===== src/rtl/systolic_pkg.sv =====
// Shared types for the systolic tile: FSM states, tagged operand beat, flush-length helper.
// Latency: none (types and constant functions only).
// Backpressure: none.
package systolic_pkg;

   // Widest operand a beat can carry; narrower operands are zero-extended into it.
   localparam int BEAT_W = 16;

   typedef enum logic [1:0] {
      ST_IDLE  = 2'd0,
      ST_LOAD  = 2'd1,
      ST_FLUSH = 2'd2,
      ST_DONE  = 2'd3
   } state_e;

   // One operand travelling through the array together with its valid tag.
   typedef struct packed {
      logic              valid;
      logic [BEAT_W-1:0] data;
   } beat_t;

   // Cycles needed after the last accepted beat for it to reach the far corner PE.
   function automatic int flush_len(input int rows, input int cols);
      return rows + cols - 1;
   endfunction

endpackage


===== src/rtl/systolic_pe.sv =====
// Multiply-accumulate cell: accumulates a*b when both operand tags are valid, forwards A right and B down.
// Latency: operands reappear on o_a/o_b one cycle later; o_acc updates on the accepting edge.
// Backpressure: none; the cell consumes whatever arrives each cycle.
module systolic_pe
   import systolic_pkg::*;
#(
   parameter int OUTWIDTH = 12
) (
   input  logic                i_clk,
   input  logic                i_arst,
   input  logic                i_clr,
   input  beat_t               i_a,
   input  beat_t               i_b,
   output beat_t               o_a,
   output beat_t               o_b,
`ifdef SYSTOLIC_TILE_SATURATE_EN
   output logic                o_sat,
`endif
   output logic [OUTWIDTH-1:0] o_acc
);

   beat_t               r_a;
   beat_t               r_b;
   logic [OUTWIDTH-1:0] r_acc;
   logic                w_mac;

   assign w_mac = i_a.valid && i_b.valid;

   // Pass both operands (with tags) one hop onward.
   always_ff @(posedge i_clk) begin
      if (i_arst) begin
         r_a <= '0;
         r_b <= '0;
      end else begin
         r_a <= i_a;
         r_b <= i_b;
      end
   end

`ifdef SYSTOLIC_TILE_SATURATE_EN
   logic                r_sat;
   logic [OUTWIDTH:0]   w_sum;

   assign w_sum = {1'b0, r_acc} + (OUTWIDTH+1)'(i_a.data * i_b.data);

   // Clear on start, otherwise accumulate and clamp at all-ones, remembering any clamp.
   always_ff @(posedge i_clk) begin
      if (i_arst || i_clr) begin
         r_acc <= '0;
         r_sat <= 1'b0;
      end else if (w_mac) begin
         if (w_sum[OUTWIDTH]) begin
            r_acc <= '1;
            r_sat <= 1'b1;
         end else begin
            r_acc <= w_sum[OUTWIDTH-1:0];
         end
      end
   end

   assign o_sat = r_sat;
`else
   // Clear on start, otherwise accumulate modulo 2^OUTWIDTH.
   always_ff @(posedge i_clk) begin
      if (i_arst || i_clr) begin
         r_acc <= '0;
      end else if (w_mac) begin
         r_acc <= r_acc + OUTWIDTH'(i_a.data * i_b.data);
      end
   end
`endif

   assign o_a   = r_a;
   assign o_b   = r_b;
   assign o_acc = r_acc;

endmodule


===== src/rtl/systolic_tile.sv =====
// ROWSxCOLS output-stationary systolic tile computing C = A*B from k operand beats (SYSTOLIC_TILE_SATURATE_EN adds clamping and o_sat).
// Latency: o_done pulses in the ROWS+COLS-th cycle after the edge accepting the last beat; k=0 completes the cycle after start.
// Backpressure: o_ready is high only in LOAD; cycles without i_valid inject bubbles, other states accept nothing.
module systolic_tile
   import systolic_pkg::*;
#(
   parameter int ROWS     = 4,
   parameter int COLS     = 4,
   parameter int BITWIDTH = 4,
   parameter int OUTWIDTH = 12,
   parameter int KWIDTH   = 8
) (
   input  logic                          i_clk,
   input  logic                          i_arst,
   input  logic                          i_start,
   input  logic [KWIDTH-1:0]             i_k,
   input  logic                          i_valid,
   output logic                          o_ready,
   input  logic [ROWS*BITWIDTH-1:0]      i_row,
   input  logic [COLS*BITWIDTH-1:0]      i_col,
   output logic                          o_busy,
   output logic                          o_done,
`ifdef SYSTOLIC_TILE_SATURATE_EN
   output logic                          o_sat,
`endif
   output logic [ROWS*COLS*OUTWIDTH-1:0] o_c
);

   localparam int FLUSH_LEN = flush_len(ROWS, COLS);
   localparam int FLW       = $clog2(FLUSH_LEN + 1);

   state_e              r_state;
   logic [KWIDTH-1:0]   r_k;
   logic [KWIDTH-1:0]   r_beat;
   logic [FLW-1:0]      r_flush;
   logic                w_start;
   logic                w_accept;
   beat_t               w_a [ROWS][COLS];
   beat_t               w_b [ROWS][COLS];
   logic [ROWS*COLS-1:0] w_sat;

   assign w_start  = (r_state == ST_IDLE) && i_start;
   assign w_accept = (r_state == ST_LOAD) && i_valid;
   assign o_ready  = (r_state == ST_LOAD);
   assign o_busy   = (r_state != ST_IDLE);
   assign o_done   = (r_state == ST_DONE);

   // Control FSM: count accepted beats, then drain the array before signalling done.
   always_ff @(posedge i_clk) begin
      if (i_arst) begin
         r_state <= ST_IDLE;
         r_k     <= '0;
         r_beat  <= '0;
         r_flush <= '0;
      end else begin
         case (r_state)
            ST_IDLE: begin
               if (i_start) begin
                  r_k     <= i_k;
                  r_beat  <= '0;
                  r_state <= (i_k == '0) ? ST_DONE : ST_LOAD;
               end
            end
            ST_LOAD: begin
               if (w_accept) begin
                  if (r_beat == r_k - KWIDTH'(1)) begin
                     r_flush <= '0;
                     r_state <= ST_FLUSH;
                  end else begin
                     r_beat <= r_beat + KWIDTH'(1);
                  end
               end
            end
            ST_FLUSH: begin
               if (r_flush == FLW'(FLUSH_LEN - 1)) begin
                  r_state <= ST_DONE;
               end else begin
                  r_flush <= r_flush + FLW'(1);
               end
            end
            ST_DONE: r_state <= ST_IDLE;
            default: r_state <= ST_IDLE;
         endcase
      end
   end

   // Row lane i enters column 0 after i cycles of skew.
   for (genvar i = 0; i < ROWS; i++) begin : g_rskew
      beat_t w_in;
      assign w_in = {w_accept, BEAT_W'(i_row[i*BITWIDTH +: BITWIDTH])};
      if (i == 0) begin : g_d0
         assign w_a[i][0] = w_in;
      end else begin : g_dn
         beat_t r_sh [0:i-1];
         // Shift the tagged operand through i delay stages.
         always_ff @(posedge i_clk) begin
            if (i_arst) begin
               for (int d = 0; d < i; d++) r_sh[d] <= '0;
            end else begin
               r_sh[0] <= w_in;
               for (int d = 1; d < i; d++) r_sh[d] <= r_sh[d-1];
            end
         end
         assign w_a[i][0] = r_sh[i-1];
      end
   end

   // Column lane j enters row 0 after j cycles of skew.
   for (genvar j = 0; j < COLS; j++) begin : g_cskew
      beat_t w_in;
      assign w_in = {w_accept, BEAT_W'(i_col[j*BITWIDTH +: BITWIDTH])};
      if (j == 0) begin : g_d0
         assign w_b[0][j] = w_in;
      end else begin : g_dn
         beat_t r_sh [0:j-1];
         // Shift the tagged operand through j delay stages.
         always_ff @(posedge i_clk) begin
            if (i_arst) begin
               for (int d = 0; d < j; d++) r_sh[d] <= '0;
            end else begin
               r_sh[0] <= w_in;
               for (int d = 1; d < j; d++) r_sh[d] <= r_sh[d-1];
            end
         end
         assign w_b[0][j] = r_sh[j-1];
      end
   end

   for (genvar i = 0; i < ROWS; i++) begin : g_row
      for (genvar j = 0; j < COLS; j++) begin : g_col
         beat_t               w_a_out;
         beat_t               w_b_out;
         logic [OUTWIDTH-1:0] w_acc;
         logic                w_pe_sat;

         systolic_pe #(
            .OUTWIDTH(OUTWIDTH)
         ) u_pe (
            .i_clk (i_clk),
            .i_arst(i_arst),
            .i_clr (w_start),
            .i_a   (w_a[i][j]),
            .i_b   (w_b[i][j]),
            .o_a   (w_a_out),
            .o_b   (w_b_out),
`ifdef SYSTOLIC_TILE_SATURATE_EN
            .o_sat (w_pe_sat),
`endif
            .o_acc (w_acc)
         );

`ifndef SYSTOLIC_TILE_SATURATE_EN
         assign w_pe_sat = 1'b0;
`endif
         assign w_sat[i*COLS+j] = w_pe_sat;
         assign o_c[(i*COLS+j)*OUTWIDTH +: OUTWIDTH] = w_acc;

         if (j == COLS-1) begin : g_aend
            beat_t w_unused_a;
            assign w_unused_a = w_a_out;
         end else begin : g_afwd
            assign w_a[i][j+1] = w_a_out;
         end

         if (i == ROWS-1) begin : g_bend
            beat_t w_unused_b;
            assign w_unused_b = w_b_out;
         end else begin : g_bfwd
            assign w_b[i+1][j] = w_b_out;
         end
      end
   end

`ifdef SYSTOLIC_TILE_SATURATE_EN
   assign o_sat = |w_sat;
`else
   logic w_unused_sat;
   assign w_unused_sat = |w_sat;
`endif

endmodule


===== config.mk =====
export PLATFORM = sky130hd
export DESIGN_NAME = systolic_tile
export DESIGN_NICKNAME = d
export VERILOG_FILES = /design/src/rtl/systolic_pkg.sv /design/src/rtl/systolic_pe.sv /design/src/rtl/systolic_tile.sv
export SDC_FILE = /design/constraint.sdc
export NUM_CORES = 1
export LEC_CHECK = 0
export CORE_MARGIN = 5
export CORE_UTILIZATION = 59
export CTS_CLUSTER_SIZE = 16
export DETAILED_ROUTE_END_ITERATION = 8
export HOLD_SLACK_MARGIN = 0.08
export PLACE_DENSITY_LB_ADDON = 0.2
export SKIP_CTS_REPAIR_TIMING = 1
export SKIP_LAST_GASP = 1
export SYNTH_ARGS = -nofsm -noshare
export SYNTH_HDL_FRONTEND = slang
export SYNTH_SLANG_ARGS = --single-unit

===== constraint.sdc =====
create_clock -name i_clk -period 4.5 [get_ports i_clk]
set_clock_uncertainty 0.05 [all_clocks]
set_input_delay 0.675 -clock i_clk [delete_from_list [all_inputs] [get_ports i_clk]]
set_output_delay 0.675 -clock i_clk [all_outputs]
set_load 0.005 [all_outputs]

==> flow_summary_export.csv <==
group,metric,value,unit
worst_setup_path,crit_type,"reg2reg",
synthesis,syn_avg_cell_area,9.38,um2
worst_setup_path,critPathRequiredTime,4.86,ns
placed_design,place_area,0.0276,mm2
clock_network,clock_latency,0.56,ns
clock_network,h-tree-depth,2,
die,die-area,0.0458,mm2
worst_setup_path,critPathTopFamily,"adder cells",
clock_network,clockBufferDepth,3,
worst_setup_path,path_cells,"and2_1, fa_1, fa_1, ha_1, ha_1, fa_1, inv_1, fa_1, nor2b_2, o21ai_1, a21boi_1, o21ai_0, a21oi_1, xnor2_1, nor2_1",
sta,slew_headroom,30.0,%
power_and_ir_drop,clock_power_share,45.4,%
placed_design,dp_cells,3347,
synthesis,synth_cells,2619,
synthesis,synth_ff_type,"dfxtp_1",
clock_network,cts_buffers,42,
synthesis,async_flop_share,0,%
power_and_ir_drop,ir_worst_vdd,0.000316,V
grt,grt_max_degree,90,
synthesis,netlist_top_cells_area,"dfxtp_1 (30%), ha_1 (18%), fa_1 (14%), inv_1 (5.8%), and2_1 (5.0%)",
sta,period_share,96.9,%
worst_setup_path,critPathSlowestCell,"fa_1",
synthesis,yosys_warnings,0,
detailed_routing,wl_per_cell,16.2,um
worst_hold_path,hold_path_class,"in2reg",
sta,fin_setup_tns,0,ns
worst_setup_path,worst_path_largest_cell_delay,0.58,ns
power_and_ir_drop,combPwrFrac,12.2,%
synthesis,yosysUniqueCellTypes,61,
cells_and_area,insertedDiodeCount,0,
sta,finalSetupViolCount,0,
cells_and_area,postLayoutCellArea,0.0292,mm2
die,die_x,214,um
die,rows,74,
power_and_ir_drop,powerDensity,273,mW/mm2
sta,fmax,229,MHz
die,core_area,0.0410,mm2
power_and_ir_drop,intPower,0.00590,W
power_and_ir_drop,p_sw,0.00205,W
grt,grt_pass1_wl,93.5,mm
synthesis,yosysTopAreaCell,"dfxtp_1",
cells_and_area,final_cells,3425,
sta,hold_slack,0.377,ns
cells_and_area,finalNetCount,3433,
synthesis,syn_area,0.0246,mm2
job,drv_cap,0,
grt,first_global_vias,19200,
worst_setup_path,critPathBufInv,1,
worst_setup_path,end_kind,"register",
synthesis,synth_top_area_share,29.6,%
worst_setup_path,startpoint_type,"register",
detailed_routing,wl,55.4,mm
sta,finalMaxSlewViolations,0,
clock_network,path_clk_slew,0.06,ns
detailed_routing,vias_per_cell,5.28,
detailed_routing,routed-via-count,18100,
cells_and_area,syn2layout_area_growth,18.7,%
power_and_ir_drop,switching_share,25.8,%
grt,grt_usage,24.2,%
placed_design,port_buffers,238,
detailed_routing,drc_errors,0,
synthesis,yosysSeqAreaShare,29.6,%
die,pin_count,239,
sta,min_period,4.36,ns
cells_and_area,layout-drive-gt1-share,5.18,%
synthesis,synth_seq_cells,363,
power_and_ir_drop,leakage,13.5,nW
clock_network,cts_root_buf,"clkbuf_16",
detailed_routing,ant_nets,0,
placed_design,dp_hpwl,43.4,mm
clock_network,cts_tree,"yes",
die,initial_core_util,59.9,%
power_and_ir_drop,power_frac_seq,42.5,%
clock_network,clock_sinks,363,
die,fp.dieH,214,um
grt,grt_overflow,0,
sta,hold_violations,0,
sta,worst_pin_slew,1.05,ns
detailed_routing,drt_iter0_drc,713,
worst_setup_path,path_max_fanout,5,
grt,antenna_found_initial,0,
worst_setup_path,critPathArrivalTime,4.72,ns
synthesis,synth_edf_count,0,
status,status,"finished clean",
worst_setup_path,cp_common_cell,"fa_1",
synthesis,syn_nets,3191,
detailed_routing,dr.pass1.iters,5,
placed_design,gp_congestion,0.853,
## power by group through the flow
stage	logic, W	clock network [W]	registers, W
finish	0.000969	0.00361	0.00338
CTS	0.000972	0.00369	0.00337
floorplan	0.000680	0	0.00341
global route	0.00107	0.00384	0.00339
detailed placement	0.000962	0	0.00344
global placement	0.000926	0	0.00344
## synthesized netlist by cell type (2+ instances only)
cell         n
inv_1      377
dfxtp_1    363
ha_1       358
nor2_1     198
and2_1     195
fa_1       170
nor2b_1    167
nand2_1    141
a21oi_1    132
mux2i_1     95
xnor2_1     84
o21ai_0     64
clkbuf_1    57
a21o_1      25
nand3_1     19
nor3_1      18
o21a_1      17
a211oi_1    16
or3_1       16
a21boi_0    10
xor2_1       8
buf_1        7
nor3b_1      7
o21bai_1     7
nand4_1      6
nand2b_1     5
o31a_1       5
o2111ai_1    4
a21oi_2      3
a31oi_1      3
and3_1       3
nand3b_1     3
o211ai_1     3
o31ai_1      3
a211o_1      2
a41o_1       2
nor4_1       2
## cell usage in the layout, fill, tap and decap left out, types with 8 or more instances in the layout
cell type / n
dfxtp_2: 18
o21ai_0: 53
clkbuf_8: 8
o21ai_1: 12
clkinv_2: 9
nor2b_1: 163
a211oi_1: 16
a21boi_1: 9
a21oi_2: 12
a21o_1: 25
or3_1: 16
mux2i_1: 95
o21a_1: 17
inv_1: 377
clkbuf_16: 45
a21oi_1: 123
and2_1: 195
clkdlybuf4s50_1: 237
nor3_1: 18
nand3_1: 19
nand2_1: 140
fa_1: 169
buf_4: 26
ha_1: 358
dfxtp_1: 345
xnor2_1: 84
nor2_1: 198
xor2_1: 8
## registers in the layout (all words and copies together), names as in the netlist
name,flops
g_row.g_col.u_pe.o_acc,192
g_row.g_col.u_pe.o_b,50
g_row.g_col.u_pe.o_a,49
g_cskew.g_dn.r_sh,26
g_rskew.g_dn.r_sh,25
r_beat,8
r_k,8
r_flush,3
r_state,2
## cells by family (layout without fill, tap and decap cells)
kind of cell | Yosys count | in the layout | share of synthesized area [%]
compound gates | 307 | 307 | 7.66
mux | 95 | 95 | 3.87
flops | 363 | 363 | 29.6
simple gates | 789 | 789 | 16.7
buf+inv | 445 | 719 | 6.84
fa+ha+maj | 528 | 528 | 32.1
xor+xnor | 92 | 92 | 3.28
## worst paths after layout
kind	from	end	slack, ns	cells after the start
setup / recovery	g_row[1].g_col[0].u_pe.o_b[2]	g_row[2].g_col[0].u_pe.o_acc[9]	0.14	15
hold reg to reg	g_rskew[2].g_dn.r_sh[0][0]	g_rskew[2].g_dn.r_sh[0][17]	0.39	1
hold / removal	i_arst	r_beat[1]	0.38	2
setup reg to reg	g_row[1].g_col[0].u_pe.o_b[2]	g_row[2].g_col[0].u_pe.o_acc[9]	0.14	15
## through the flow
stage               utilization [%]  total power, W  setup WS, ns
floorplan                         -         0.00409         0.377
global placement               67.2         0.00437        -0.103
detailed placement             67.2         0.00441        -0.237
CTS                            70.8         0.00803      -0.00724
global route                   71.1         0.00830      -0.00142
finish                         71.1         0.00795         0.140
## cell type report
cell class / instances / area, um2
Inverter: 378 / 1420
Clock inverter: 18 / 226
Clock buffer: 58 / 1250
Multi-Input combinational cell: 1811 / 15700
Sequential cell: 363 / 7290
Timing Repair Buffer: 265 / 2610
Tap cell: 532 / 666
Fill cell: 3127 / 11900
## metal layers
| metal | share of wire [%] | global-route usage (%) | up-vias |
|---|---|---|---|
| met5 | 0 | 0 | - |
| met4 | 3.0 | 8.40 | 0 |
| met3 | 4.9 | 4.74 | 102 |
| met2 | 51 | 44.3 | 336 |
| met1 | 41 | 28.5 | 8753 |
| li1 | - | - | 8902 |
No activity file was read; power rests on OpenSTA's default activity.
